===== config.mk =====
export PLATFORM = sky130hd
export DESIGN_NAME = mem_arbiter_flat
export DESIGN_NICKNAME = d
export VERILOG_FILES = /design/src/rtl/mem_arbiter_if.sv /design/src/rtl/mem_arbiter.sv /design/src/flat_wrapper.sv
export SDC_FILE = /design/constraint.sdc
export NUM_CORES = 1
export LEC_CHECK = 0
export CELL_PAD_IN_SITES_DETAIL_PLACEMENT = 1
export CELL_PAD_IN_SITES_GLOBAL_PLACEMENT = 1
export CORE_UTILIZATION = 21
export CTS_CLUSTER_DIAMETER = 50
export DETAILED_ROUTE_END_ITERATION = 8
export PLACE_DENSITY_LB_ADDON = 0.1
export SLEW_MARGIN = 20
export SYNTH_ARGS = -nofsm -noshare
export SYNTH_HDL_FRONTEND = slang
export SYNTH_SLANG_ARGS = --single-unit

===== constraint.sdc =====
create_clock -name clk -period 3.8 [get_ports clk]
set_input_delay 0.57 -clock clk [delete_from_list [all_inputs] [get_ports clk]]
set_output_delay 0.57 -clock clk [all_outputs]
set_load 0.05 [all_outputs]

===== src/rtl/mem_arbiter_if.sv =====
// Bundles the core-array request lines and the shared-SRAM port of the memory arbiter.
// The arbiter connects through the slave modport; the core/SRAM side uses master.
interface mem_arbiter_if #(
  parameter int CORE_COUNT   = 4,
  parameter int REG_SIZE     = 8,
  parameter int CORE_ID_SIZE = 2
);
  localparam int ADDR_SIZE = CORE_ID_SIZE + REG_SIZE;

  logic [2*CORE_COUNT-1:0]         enable_M_bus;
  logic [ADDR_SIZE*CORE_COUNT-1:0] addr_M_bus;
  logic [REG_SIZE*CORE_COUNT-1:0]  wr_data_M_bus;
  logic [CORE_COUNT-1:0]           ready_M_bus;
  logic [REG_SIZE-1:0]             rd_data_M;
  logic [1:0]                      mem_enable;
  logic [ADDR_SIZE-1:0]            mem_addr;
  logic [REG_SIZE-1:0]             mem_wr_data;
  logic [REG_SIZE-1:0]             mem_rd_data;
  logic                            arb_busy;

  modport master (
    output enable_M_bus, addr_M_bus, wr_data_M_bus, mem_rd_data,
    input  ready_M_bus, rd_data_M, mem_enable, mem_addr, mem_wr_data, arb_busy
  );

  modport slave (
    input  enable_M_bus, addr_M_bus, wr_data_M_bus, mem_rd_data,
    output ready_M_bus, rd_data_M, mem_enable, mem_addr, mem_wr_data, arb_busy
  );
endinterface


===== src/rtl/mem_arbiter.sv =====
// Round-robin arbiter sharing one single-port SRAM between CORE_COUNT cores.
// Each grant runs IDLE -> ISSUE -> DONE; DONE may chain straight into the next ISSUE.
module mem_arbiter #(
  parameter int CORE_COUNT   = 4,
  parameter int REG_SIZE     = 8,
  parameter int CORE_ID_SIZE = 2
) (
  input logic          clk,
  input logic          reset,
  mem_arbiter_if.slave bus
);
  localparam int ADDR_SIZE = CORE_ID_SIZE + REG_SIZE;
  localparam int IDX_W     = $clog2(CORE_COUNT);

  typedef enum logic [1:0] {
    IDLE  = 2'd0,
    ISSUE = 2'd1,
    DONE  = 2'd2
  } state_e;

  state_e                state_q, state_d;
  logic [IDX_W-1:0]      grant_idx_q, grant_idx_d;
  logic [IDX_W-1:0]      rr_ptr_q, rr_ptr_d;

  logic [1:0]            en_s    [CORE_COUNT];
  logic [ADDR_SIZE-1:0]  addr_s  [CORE_COUNT];
  logic [REG_SIZE-1:0]   wdata_s [CORE_COUNT];
  logic [CORE_COUNT-1:0] req_s;
  logic [CORE_COUNT-1:0] mask_s;
  logic                  win_valid_s;
  logic [IDX_W-1:0]      win_idx_s;

  logic [1:0]            mem_enable_s;
  logic [ADDR_SIZE-1:0]  mem_addr_s;
  logic [REG_SIZE-1:0]   mem_wr_data_s;
  logic [CORE_COUNT-1:0] ready_s;
  logic [REG_SIZE-1:0]   rd_data_s;

  // First requester found scanning upward from ptr with wrap; MSB flags a valid winner.
  function automatic logic [IDX_W:0] rr_pick(input logic [CORE_COUNT-1:0] req,
                                             input logic [IDX_W-1:0]      ptr);
    logic [IDX_W:0]   res;
    logic [IDX_W-1:0] idx;
    res = '0;
    for (int k = CORE_COUNT - 1; k >= 0; k--) begin
      idx = IDX_W'((int'(ptr) + k) % CORE_COUNT);
      if (req[idx]) begin
        res = {1'b1, idx};
      end else begin
        res = res;
      end
    end
    return res;
  endfunction

  function automatic logic [IDX_W-1:0] rr_next(input logic [IDX_W-1:0] idx);
    return (idx == IDX_W'(CORE_COUNT - 1)) ? '0 : idx + IDX_W'(1);
  endfunction

  // Split the flat per-core buses; only 01/10 count as requests.
  always_comb begin
    for (int i = 0; i < CORE_COUNT; i++) begin
      en_s[i]    = bus.enable_M_bus[2*i +: 2];
      addr_s[i]  = bus.addr_M_bus[ADDR_SIZE*i +: ADDR_SIZE];
      wdata_s[i] = bus.wr_data_M_bus[REG_SIZE*i +: REG_SIZE];
      req_s[i]   = en_s[i][1] ^ en_s[i][0];
    end
  end

  // The grantee's request is still visible in DONE and must not win again.
  always_comb begin
    mask_s = '0;
    if (state_q == DONE) begin
      mask_s[grant_idx_q] = 1'b1;
    end else begin
      mask_s = '0;
    end
    {win_valid_s, win_idx_s} = rr_pick(req_s & ~mask_s, rr_ptr_q);
  end

  // State register.
  always_ff @(posedge clk) begin
    if (reset) begin
      state_q     <= IDLE;
      grant_idx_q <= '0;
      rr_ptr_q    <= '0;
    end else begin
      state_q     <= state_d;
      grant_idx_q <= grant_idx_d;
      rr_ptr_q    <= rr_ptr_d;
    end
  end

  // Next-state logic.
  always_comb begin
    state_d     = state_q;
    grant_idx_d = grant_idx_q;
    rr_ptr_d    = rr_ptr_q;
    case (state_q)
      IDLE, DONE: begin
        if (win_valid_s) begin
          state_d     = ISSUE;
          grant_idx_d = win_idx_s;
          rr_ptr_d    = rr_next(win_idx_s);
        end else begin
          state_d = IDLE;
        end
      end
      ISSUE:   state_d = DONE;
      default: state_d = IDLE;
    endcase
  end

  // Output logic; reset suppresses the SRAM enable and the ready pulse in the same cycle.
  always_comb begin
    mem_enable_s  = 2'b00;
    mem_addr_s    = '0;
    mem_wr_data_s = '0;
    ready_s       = '0;
    rd_data_s     = '0;
    case (state_q)
      ISSUE: begin
        mem_enable_s  = reset ? 2'b00 : en_s[grant_idx_q];
        mem_addr_s    = addr_s[grant_idx_q];
        mem_wr_data_s = wdata_s[grant_idx_q];
      end
      DONE: begin
        ready_s[grant_idx_q] = ~reset;
        rd_data_s            = bus.mem_rd_data;
      end
      default: begin
        mem_enable_s = 2'b00;
      end
    endcase
  end

  assign bus.mem_enable  = mem_enable_s;
  assign bus.mem_addr    = mem_addr_s;
  assign bus.mem_wr_data = mem_wr_data_s;
  assign bus.ready_M_bus = ready_s;
  assign bus.rd_data_M   = rd_data_s;
  assign bus.arb_busy    = (state_q != IDLE);
endmodule


===== src/flat_wrapper.sv =====
// flat-port wrapper written by rule: the top's interface ports become plain ports
module mem_arbiter_flat 
#(
  parameter int CORE_COUNT   = 4,
  parameter int REG_SIZE     = 8,
  parameter int CORE_ID_SIZE = 2
)
  (clk, reset, bus_enable_M_bus, bus_addr_M_bus, bus_wr_data_M_bus, bus_mem_rd_data, bus_ready_M_bus, bus_rd_data_M, bus_mem_enable, bus_mem_addr, bus_mem_wr_data, bus_arb_busy);
  mem_arbiter_if #(.CORE_COUNT(CORE_COUNT), .REG_SIZE(REG_SIZE), .CORE_ID_SIZE(CORE_ID_SIZE)) bus_i ();
  input logic clk;
  input logic reset;
  input wire logic [$bits(bus_i.enable_M_bus)-1:0] bus_enable_M_bus;
  input wire logic [$bits(bus_i.addr_M_bus)-1:0] bus_addr_M_bus;
  input wire logic [$bits(bus_i.wr_data_M_bus)-1:0] bus_wr_data_M_bus;
  input wire logic [$bits(bus_i.mem_rd_data)-1:0] bus_mem_rd_data;
  output wire logic [$bits(bus_i.ready_M_bus)-1:0] bus_ready_M_bus;
  output wire logic [$bits(bus_i.rd_data_M)-1:0] bus_rd_data_M;
  output wire logic [$bits(bus_i.mem_enable)-1:0] bus_mem_enable;
  output wire logic [$bits(bus_i.mem_addr)-1:0] bus_mem_addr;
  output wire logic [$bits(bus_i.mem_wr_data)-1:0] bus_mem_wr_data;
  output wire logic [$bits(bus_i.arb_busy)-1:0] bus_arb_busy;
  assign bus_i.enable_M_bus = bus_enable_M_bus;
  assign bus_i.addr_M_bus = bus_addr_M_bus;
  assign bus_i.wr_data_M_bus = bus_wr_data_M_bus;
  assign bus_i.mem_rd_data = bus_mem_rd_data;
  assign bus_ready_M_bus = bus_i.ready_M_bus;
  assign bus_rd_data_M = bus_i.rd_data_M;
  assign bus_mem_enable = bus_i.mem_enable;
  assign bus_mem_addr = bus_i.mem_addr;
  assign bus_mem_wr_data = bus_i.mem_wr_data;
  assign bus_arb_busy = bus_i.arb_busy;
  mem_arbiter #(.CORE_COUNT(CORE_COUNT), .REG_SIZE(REG_SIZE), .CORE_ID_SIZE(CORE_ID_SIZE)) u_core (.clk(clk), .reset(reset), .bus(bus_i));
endmodule

Word level (Yosys, flattened, before mapping). Cells that the tools add are included.

Bits in read-only memories: 0. Output and inout port bits: 33. Bits in writable memories: 0. Register bits after elaboration: 6. Bits of input ports: 90. Memories kept: 0. Word-level logic and storage cells: 64. Latch bits: 0.

Bitwise logic cells: 9. Magnitude comparators: 7. Divide/modulo/power cells: 0. Reduce and logical (&&, ||, !) cells: 5. Shifts and indexed selects: 0. Multiplexer cells: 33. Multipliers: 0. Eq/ne operators: 3. $add $sub $neg: 4.

Operators with widths (count): 2-to-1 mux 8 bit (4); 2-to-1 mux 10 bit (3); binary-select mux 10 bit (select 2 bit) (1); binary-select mux 8 bit (select 2 bit) (1); < comparator 2 x 3 -> 1 bit, second input constant (5); 2-to-1 mux 3 bit (4); 2-to-1 mux 2 bit (5); AND 4 bit (2); binary-select mux 1 bit (select 2 bit) (4); 2-to-1 mux 4 bit (2); 2-to-1 mux 1 bit (6); adder 2 x 1 -> 2 bit, second input constant (2); adder 2 bit, second input constant (2); binary-select mux 2 bit (select 2 bit) (1); equality test 2 bit, second input constant (2); NOT 4 bit (1); case mux 2 bit (2 select lines) (1); bitwise XOR 1 bit (4); >= comparator 3 bit, second input constant (1); NOT 2 -> 3 bit (1); demux 1 bit (select 2 bit) (1); equality test 2 x 1 -> 1 bit, second input constant (1); >= comparator 2 x 1 -> 1 bit, second input constant (1); zero test 2 bit (1); 5 further kinds (5).

Longest topological paths before layout. Gate-level depths: netlist of the first run.

Depth after elaboration: 15. Depth in mapped cells: 9. Depth with buffers taken out: 8.

Worst setup path before layout of the first run. No wires, ideal clock.

Kind: input to output. From: input reset. To: output bus_ready_M_bus[1]. Data required time: 3230 ps. Arrival time: 2412 ps. Cell stages on the path: 2. Buffers on the path: 1. Path slack: 818 ps. Cell sequence: clkbuf_1 > nor4b_1.

Longest elaborated chain between the ends: 3.

RTL lines: start: declaration (line flat_wrapper.sv:11) `input logic reset;`; NOT 1 bit (line mem_arbiter.sv:128) `ready_s[grant_idx_q] = ~reset;`; AND 4 bit (no source line); 2-to-1 mux 4 bit (line mem_arbiter.sv:121) `case (state_q)`; end: declaration (line flat_wrapper.sv:16) `output wire logic [$bits(bus_i.ready_M_bus)-1:0] bus_ready_M_bus;`.

Every way passes these cells.

Worst setup path after layout of the first run.
From: register u_core.grant_idx_q[0]. To: output bus_mem_wr_data[0].

Longest elaborated chain between the ends: 5.

RTL lines: start: declaration (line mem_arbiter.sv:22) `logic [IDX_W-1:0] grant_idx_q, grant_idx_d;`; start signal: assignment (line mem_arbiter.sv:89) `grant_idx_q <= grant_idx_d;`; NOT 2 -> 3 bit (implied by the code) (line mem_arbiter.sv:125) `mem_wr_data_s = wdata_s[grant_idx_q];`; binary-select mux 8 bit (select 2 bit) (line mem_arbiter.sv:125); 2-to-1 mux 8 bit (implied by the code) (2 in a row) (line mem_arbiter.sv:125); 2-to-1 mux 8 bit (line mem_arbiter.sv:121); end: declaration (line flat_wrapper.sv:20) `output wire logic [$bits(bus_i.mem_wr_data)-1:0] bus_mem_wr_data;`.

Every way passes these cells. The select of a mux whose other input is x is not followed.

==> impl_metrics.toml, run 1 <==
[run_status]
status = "completed"

[synth]
yosysWarnings = 0
ys_ff_latch = 6
synth_fp_nets = 201
syn_inst = 110
synth_area_mm2 = 0.001160
ys_types = 36
syn-mean-instance-area_um2 = 10.54
yosysSeqAreaShare_pct = 10.36

[cells_and_area]
layout-drive-gt1-share_pct = 14.54
area_growth_pct = 112.8
final_util_pct = 47.43
nFillCells = 590
diodes = 0
layout.nets = 320
fin_area_mm2 = 0.002469

[floorplan]
chipWidth_um = 76.32
io-pin-count = 123
dieArea_mm2 = 0.005824
start_util_pct = 22.28
rows = 26
core_mm2 = 0.005205
die-height_um = 76.32

[setup_path]
path_cells = "mux4_2 > nor2b_1 > clkdlybuf4s50_1"
crit_type = "flip-flop to output port"
cp-end-kind = "output port"
rrSetupSlack_ns = 1.28
arrival_ns = 2.59
cp-start-kind = "flip-flop"
critical_path.max_stage_delay_ns = 0.90
path_delay_family = "flip-flops"
cp_num_buf_inv = 1
r2r-start = "u_core.grant_idx_q[1]"
cp_max_fo = 28
crit_path_top_delay_cell = "dfxtp_2"
r2r_end = "u_core.rr_ptr_q[0]"
rr_worst_depth = 8
worst-endpoint-required_ns = 3.23

[clocking]
clock_sinks = 6
cts_tree = "done"
numCtsBuffers = 3
clock-root-buffer = "clkbuf_8"
path_clk_slew_ns = 0.04
cts_htree_levels = 1
clockBufferDepth = 2
cts_setup_buffers = 0
clk_latency_ns = 0.23
hold_buffers = 0
cts_resized = 0

[power_and_ir_drop]
ir_drop_uv = 131.6
p_leak_nw = 0.8261
pwr_density_cell_mw_per_mm2 = 298.1

[route]
firstDrtPassIters = 4
wl_per_cell_um = 17.06
drt_iter0_markers = 31
viasPerCell = 4.798
ant_nets = 0
vias = 1425
drc = 0
routed_wl_mm = 5.068

[timing]
hold_ws_ns = 0.5427
tightest_slew_ns = 0.8781
setup_viol = 0
timing.fmax_mhz = 316.9
skew_ns = 0.001086
rsz0062_at_grt = "no"
period_minus_slack_ns = 3.155
setup-tns-final_ns = 0
hold_viol_final = 0
slew_viol_final = 0
fin_crit_sh_pct = 83.04
setup_ws_ns = 0.6446
slew_headroom_pct = 41.46

[hold_path]
min_to = "u_core.rr_ptr_q[0]"
hold_path_depth = 2
hp-class = "flip-flop to flip-flop"
hold_start = "u_core.rr_ptr_q[0]"

[global_route]
grtUsageTotal_pct = 17.45
grt_max_degree = 29
grt_pass1_vias = 1576
grt-ovfl-total = 0
antenna_found_initial = 0
grt_pass1_wl_mm = 8.073

[place]
dp_hpwl_mm = 4.218
post_dp_cell_area_mm2 = 0.002426
io_buffers = 122
gp_congestion = 0.8725
place_worst_setup_slack_ns = 0.6933

[run]
cap_violations = 0
sequential cells by signal, summed over array words and instances (netlist names):
register,flops
u_core.state_q,2
u_core.rr_ptr_q,2
u_core.grant_idx_q,2
cell type report:
type	count	area, µm²	area share [%]
Sequential cell	6	122.6	4.967
Inverter	3	11.26	0.4562
Tap cell	70	87.58	3.548
Timing Repair Buffer	124	1236	50.08
Clock buffer	3	41.29	1.673
Multi-Input combinational cell	91	969.7	39.28
tightest hold or removal path: stages, from the launching register on:
cell	delay, ns
dfxtp_1	0.33
nand3b_1	0.09
o41ai_1	0.07
synth_stat cells, drive strengths merged:
cell	count	area, µm²
a211oi	1	7.510
a21oi	1	5.000
a22o	1	8.760
a31oi	2	33.78
and2	10	62.56
buf	5	40.04
clkbuf	5	18.77
dfxtp	6	120.1
ha	1	12.51
inv	3	11.26
mux2i	1	10.01
mux4	20	450.4
nand2	1	3.750
nand2b	3	18.77
nand3b	2	15.01
nor2	6	25.03
nor2b	20	125.1
nor3	3	15.01
nor4	1	6.260
nor4b	2	32.53
o21a	1	7.510
o21ai	3	15.01
o21bai	1	7.510
o22ai	1	6.260
o32ai	1	8.760
o41ai	3	45.05
or2	1	6.260
or3	1	6.260
xnor2	3	26.28
xor2	1	8.760
layer usage:
| layer | GRT usage, % | part of all wire [%] | vias to the layer above |
|---|---|---|---|
| met3 | 4.431 | 8.7 | 6 |
| met1 | 20.67 | 41 | 668 |
| li1 | - | - | 656 |
| met4 | 6.346 | 1.6 | 0 |
| met5 | 0 | 0 | - |
| met2 | 30.27 | 49 | 95 |
worst max-delay path by stage:
stage	startpoint	end	depth (start not counted)
floorplan	reset	bus_ready_M_bus[1]	2
global placement	u_core.grant_idx_q[1]	bus_mem_enable[0]	3
detailed placement	u_core.grant_idx_q[1]	bus_mem_enable[1]	3
CTS	u_core.grant_idx_q[1]	bus_mem_enable[1]	3
global route	u_core.grant_idx_q[0]	bus_mem_wr_data[1]	3
finish	u_core.grant_idx_q[0]	bus_mem_wr_data[0]	3
report_power, final:
| part | internal, W | switching [W] |
|---|---|---|
| logic | 0.000278 | 0.000217 |
| registers | 0.0000784 | 0.0000624 |
| clock network | 0.0000684 | 0.0000318 |
| total | 0.000425 | 0.000311 |
logic make-up after synthesis:
group / Yosys count / share of synthesized area (%)
simple gates: 50 / 27.29
fa+ha+maj: 1 / 1.079
compound gates: 15 / 12.51
xor+xnor: 4 / 3.021
flops: 6 / 10.36
buf+inv: 13 / 6.041
mux: 21 / 39.70
metrics by stage:
stage          cells   power, W
2_1_floorplan    110  0.0004564
3_3_place_gp     294  0.0006262
3_5_place_dp     294  0.0006427
4_1_cts          297  0.0007454
5_1_grt          297  0.0007799
6_report         297  0.0007359
cell usage in the layout, fill, tap and decap left out, types with 2 or more instances in the layout:
master | netlist | routed
mux4_2 | 20 | 20
nor3_1 | 3 | 3
inv_1 | 3 | 3
dfxtp_2 | 0 | 2
nand3b_1 | 2 | 2
clkdlybuf4s50_1 | 0 | 122
nand2b_1 | 3 | 3
o21ai_0 | 3 | 3
nor2_1 | 5 | 5
dfxtp_1 | 6 | 4
o41ai_1 | 2 | 2
clkbuf_8 | 0 | 3
and2_1 | 10 | 10
nor2b_1 | 20 | 20
xnor2_1 | 3 | 3
buf_4 | 1 | 2
Power figures use the tool's default switching activity.
==> run 2: changes to the inputs <==
--- a/config.mk
+++ b/config.mk
@@ -7,7 +7,7 @@
 export LEC_CHECK = 0
 export CELL_PAD_IN_SITES_DETAIL_PLACEMENT = 1
 export CELL_PAD_IN_SITES_GLOBAL_PLACEMENT = 1
-export CORE_UTILIZATION = 21
+export CORE_UTILIZATION = 19
 export CTS_CLUSTER_DIAMETER = 50
 export DETAILED_ROUTE_END_ITERATION = 8
 export PLACE_DENSITY_LB_ADDON = 0.1
==> constraint.sdc (replaced) <==
create_clock -name clk -period 3.2 [get_ports clk]
set_input_delay 0.48 -clock clk [delete_from_list [all_inputs] [get_ports clk]]
set_output_delay 0.48 -clock clk [all_outputs]
set_load 0.05 [all_outputs]
==> run 2 against run 1 <==
Against the previous run:
- largest cell class unchanged
- final cell count is 2.7% higher
- die area grew 10%
- critical endpoint is now bus_rd_data_M[5]
- first-iteration DRC count down 48%
==> impl_metrics.toml, run 2 (synthesized netlist as in run 1, its figures left out) <==
[run_status]
status = "completed"

[route]
viasPerCell = 4.656
wl_per_cell_um = 16.73
drt_iter0_markers = 16
met2_length_mm = 2.667
routed_wl_mm = 5.103
drc = 0
wl_met1_mm = 1.959
firstDrtPassIters = 4
highest_layer = "met4"
vias = 1420
ant_nets = 0
wl_met3_um = 443

[setup_path]
arrival_ns = 2.16
path_cells = "nor2b_1 > and2_1 > clkdlybuf4s50_1"
crit_type = "flip-flop to output port"
worst-endpoint-required_ns = 2.72
critical_path.max_stage_delay_ns = 0.80
crit_path_top_delay_cell = "clkdlybuf4s50_1"
cp_max_fo = 10
r2r-start = "u_core.grant_idx_q[1]"
cp-end-kind = "output port"
critPathLaunch = "u_core.state_q[1]"
cp-start-kind = "flip-flop"

[power_and_ir_drop]
p_leak_nw = 0.8804
pwr_density_cell_mw_per_mm2 = 355.0
ir_drop_uv = 288.9

[cells_and_area]
mostFrequentLayoutCells = "100 x clkdlybuf4s50_1, 27 x buf_4, 20 x nor2b_1, 20 x mux4_2, 10 x and2_1"
nFillCells = 682
final_common_cell = "clkdlybuf4s50_1"
top_regs = "u_core.grant_idx_q (2), u_core.rr_ptr_q (2), u_core.state_q (2)"
area_growth_pct = 110.5
layout-drive-gt1-share_pct = 24.78
layout.nets = 323
multiInputGateArea_um2 = 969.7
regArea_um2 = 121.4
diodes = 0
instances_no_fill = 305

[clocking]
cts_resized = 0
clock-root-buffer = "clkbuf_8"
clk_latency_ns = 0.22
cts_tree = "done"
path_clk_slew_ns = 0.04
cts_htree_levels = 1
clockBufferDepth = 2
clock_sinks = 6
cts_setup_buffers = 0
hold_buffers = 0
numCtsBuffers = 3

[timing]
slew_viol_final = 0
skew_ns = 0.0008912
setup-tns-final_ns = 0
timing.fmax_mhz = 378.3
slew_headroom_pct = 57.42
tightest_slew_ns = 0.6373
setup_viol = 0
fin_crit_sh_pct = 82.61
period_minus_slack_ns = 2.644
hold_viol_final = 0
rsz0062_at_grt = "no"
setup_ws_ns = 0.5564

[place]
gp_congestion = 0.7234
dp_cells = 302
place_worst_setup_slack_ns = 0.6320
io_buffers = 122
dp_hpwl_mm = 4.348

[run]
cap_violations = 0

[global_route]
grtUsageTotal_pct = 15.21
grt_pass1_vias = 1442
grt-ovfl-total = 0
antenna_found_initial = 0
grt_max_degree = 20
grt_pass1_wl_mm = 7.514

[floorplan]
core_mm2 = 0.005921
chipWidth_um = 80.13
io-pin-count = 123
start_util_pct = 19.59
dieArea_mm2 = 0.006421
rows = 28
die-height_um = 80.13

[hold_path]
hp-class = "flip-flop to flip-flop"
hold_start = "u_core.rr_ptr_q[0]"
[run 2: cell types whose count changed in the layout (fill, tap and decap cells not counted), sizes merged]
cell | previous run | this run
buf | 2 | 27
clkdlybuf4s50 | 122 | 100
[run 2: final timing paths]
| kind | endpoint | cells past startpoint | slack (ns) |
|---|---|---|---|
| worst max-delay path | bus_rd_data_M[5] | 3 | 0.56 |
| worst min-delay path | u_core.rr_ptr_q[0] | 2 | 0.54 |
| worst max register to register | u_core.rr_ptr_q[0] | 7 | 0.85 |
| worst min register to register | u_core.rr_ptr_q[0] | 2 | 0.54 |
[run 2: worst max-delay path: cells and delay by family (launching register included)]
family / cells / cell delay [ns]
buffers and inverters: 1 / 0.80
flip-flops: 1 / 0.37
AND/OR/NAND/NOR: 2 / 0.78
[run 2: metrics by stage]
stage / area, µm² / hold WS [ns] / power (W) / util (%)
after floorplan: 1160 / 0.4822 / 0.0005419 / -
after global placement: 2400 / 0.5099 / 0.0007469 / 40.53
after detailed placement: 2400 / 0.5366 / 0.0007646 / 40.53
after CTS: 2441 / 0.5438 / 0.0008794 / 41.23
after global routing: 2441 / 0.5798 / 0.0009238 / 41.23
final: 2441 / 0.5387 / 0.0008667 / 41.23
[run 2: cell type report]
type,count,area share (%)
Inverter,3,0.4613
Tap cell,75,3.844
Timing Repair Buffer,127,49.31
Clock buffer,3,1.691
Multi-Input combinational cell,91,39.72
Sequential cell,6,4.972
[run 2: metal layers]
metal  vias to the layer above  track usage [%]
li1                        668                -
met1                       686            16.98
met5                         -                0
met2                        62            30.60
met3                         4            2.273
met4                         0            1.786
[run 2: where the power goes]
| group | leakage (nW) | switching, W | internal (W) |
|---|---|---|---|
| sequential | 0.0500 | 0.0000466 | 0.0000927 |
| combinational | 0.809 | 0.000291 | 0.000326 |
| clock | 0.0216 | 0.0000298 | 0.0000806 |
| total | 0.880 | 0.000367 | 0.000499 |
==> run 3: changes to the inputs <==
--- a/config.mk
+++ b/config.mk
@@ -7,7 +7,7 @@
 export LEC_CHECK = 0
 export CELL_PAD_IN_SITES_DETAIL_PLACEMENT = 1
 export CELL_PAD_IN_SITES_GLOBAL_PLACEMENT = 1
-export CORE_UTILIZATION = 19
+export CORE_UTILIZATION = 17
 export CTS_CLUSTER_DIAMETER = 50
 export DETAILED_ROUTE_END_ITERATION = 8
 export PLACE_DENSITY_LB_ADDON = 0.1
==> constraint.sdc (replaced) <==
create_clock -name clk -period 2.3 [get_ports clk]
set_input_delay 0.345 -clock clk [delete_from_list [all_inputs] [get_ports clk]]
set_output_delay 0.345 -clock clk [all_outputs]
set_load 0.05 [all_outputs]
==> run 3 against run 2 <==
Against the previous run:
- the run now ends with design-rule violations left
- critical path depth increased by 1
- non-clock buffer count increased by 3
- power up 60%
- register-to-register slack got worse by 0.59 ns
- global-route usage grew 0.99 points
- design area is 17% higher
- die area up 11%
- setup slack lost 0.43 ns
- sequential share of layout area fell by 0.66 points
- largest power group unchanged
==> impl_metrics.toml, run 3 (synthesized netlist as in run 1, its figures left out) <==
[clocking]
clock_sinks = 6
clk_latency_ns = 0.23
path_clk_slew_ns = 0.04
numCtsBuffers = 3
clockBufferDepth = 2
cts_htree_levels = 1
cts_tree = "done"
clock-root-buffer = "clkbuf_8"

[timing]
rsz0062_at_grt = "no"
timing.fmax_mhz = 460.6
slew_headroom_pct = 65.23
setup_viol = 0
hold_ws_ns = 0.5504
skew_ns = 0.004562
tightest_slew_ns = 0.5199
slew_viol_final = 0
setup-tns-final_ns = 0
fin_crit_sh_pct = 94.40
period_minus_slack_ns = 2.171
hold_viol_final = 0
setup_ws_ns = 0.1289

[global_route]
grt_pass1_vias = 1555
grtUsageTotal_pct = 16.19
grt_max_degree = 19
grt-ovfl-total = 0
grt_pass1_wl_mm = 8.859
antenna_found_initial = 0

[place]
gp_congestion = 0.8833
place_worst_setup_slack_ns = -0.07877
io_buffers = 122
dp_cells = 307
dp_hpwl_mm = 5.020

[route]
wl_per_cell_um = 18.70
routed_wl_mm = 5.798
viasPerCell = 4.629
firstDrtPassIters = 9
drt_iter0_markers = 79
vias = 1435
drc = 9
ant_nets = 0

[cells_and_area]
final_common_cell = "clkdlybuf4s50_1"
instances_no_fill = 310
layout.nets = 326
multiInputGateArea_um2 = 992.2
nFillCells = 697
top_regs = "u_core.grant_idx_q (2), u_core.rr_ptr_q (2), u_core.state_q (2)"
layout-drive-gt1-share_pct = 32.19
diodes = 0
area_growth_pct = 145.2
mostFrequentLayoutCells = "90 x clkdlybuf4s50_1, 30 x buf_12, 20 x nor2b_1, 20 x mux4_2, 10 x and2_1"
regArea_um2 = 122.6
final_util_pct = 44.03

[power_and_ir_drop]
pwr_density_cell_mw_per_mm2 = 486.7
ir_drop_uv = 183.3
p_leak_nw = 1.011

[setup_path]
cp-end-kind = "output port"
arrival_ns = 1.83
crit_type = "flip-flop to output port"
cp_max_fo = 14
cp-start-kind = "flip-flop"
worst-endpoint-required_ns = 1.96

[floorplan]
die-height_um = 84.60
rows = 29
dieArea_mm2 = 0.007157
start_util_pct = 17.96
chipWidth_um = 84.60
core_mm2 = 0.006459
io-pin-count = 123

[hold_path]
hp-class = "flip-flop to flip-flop"

[run_status]
violations = "design-rule violations"
status = "complete, but fails checks"

[run]
cap_violations = 0
run 3: cell count changes in the layout (fill, tap and decap cells not counted), sizes merged:
cell and delta:
clkdlybuf4s50 -10, buf +13
run 3: report_power, final:
group / total (W) / leakage [nW] / switching [W] / internal, W
registers: 0.000179 / 0.0504 / 0.0000496 / 0.000130
clock network: 0.000166 / 0.0216 / 0.0000527 / 0.000113
logic: 0.00104 / 0.939 / 0.000462 / 0.000577
run 3: cell type report:
cell class | instances | area share, %
tap | 77 | 3.388
timing repair buffer | 130 | 55.57
multi-input combinational | 91 | 34.89
inverter | 3 | 0.3960
clock buffer | 3 | 1.452
sequential | 6 | 4.311
run 3: routing by layer:
layer | vias to the layer above | global-route usage [%] | wire, µm
li1 | 672 | - | -
met1 | 711 | 17.52 | 2108
met2 | 47 | 32.30 | 3312
met3 | 5 | 3.441 | 341
met4 | 0 | 2.773 | 35
met5 | - | 0 | 0
run 3: final timing paths:
| path | startpoint | end | slack, ns | cells after the start |
|---|---|---|---|---|
| max | u_core.grant_idx_q[0] | bus_mem_addr[7] | 0.13 | 4 |
| min | u_core.rr_ptr_q[0] | u_core.rr_ptr_q[0] | 0.55 | 2 |
| max reg2reg | u_core.state_q[1] | u_core.rr_ptr_q[0] | 0.26 | 6 |
| min reg2reg | u_core.rr_ptr_q[0] | u_core.rr_ptr_q[0] | 0.55 | 2 |
run 3: per-stage QoR:
stage	cell area (µm²)	power (W)
floorplan	1172	0.0007573
global placement	2788	0.001194
detailed placement	2788	0.001221
CTS	2829	0.001393
global route	2844	0.001457
finish	2844	0.001384
run 3: worst max-delay path, stage by stage, from the launching register on:
cell and delay (ns):
dfxtp_2 0.48, buf_6 0.25, mux4_2 0.51, nor2b_1 0.17, buf_12 0.17
run 3: repair_timing:
item	CTS	global route
setup endpoints to repair	0	12
resized for setup	0	5
buffers inserted	0	0
hold buffers	0	0
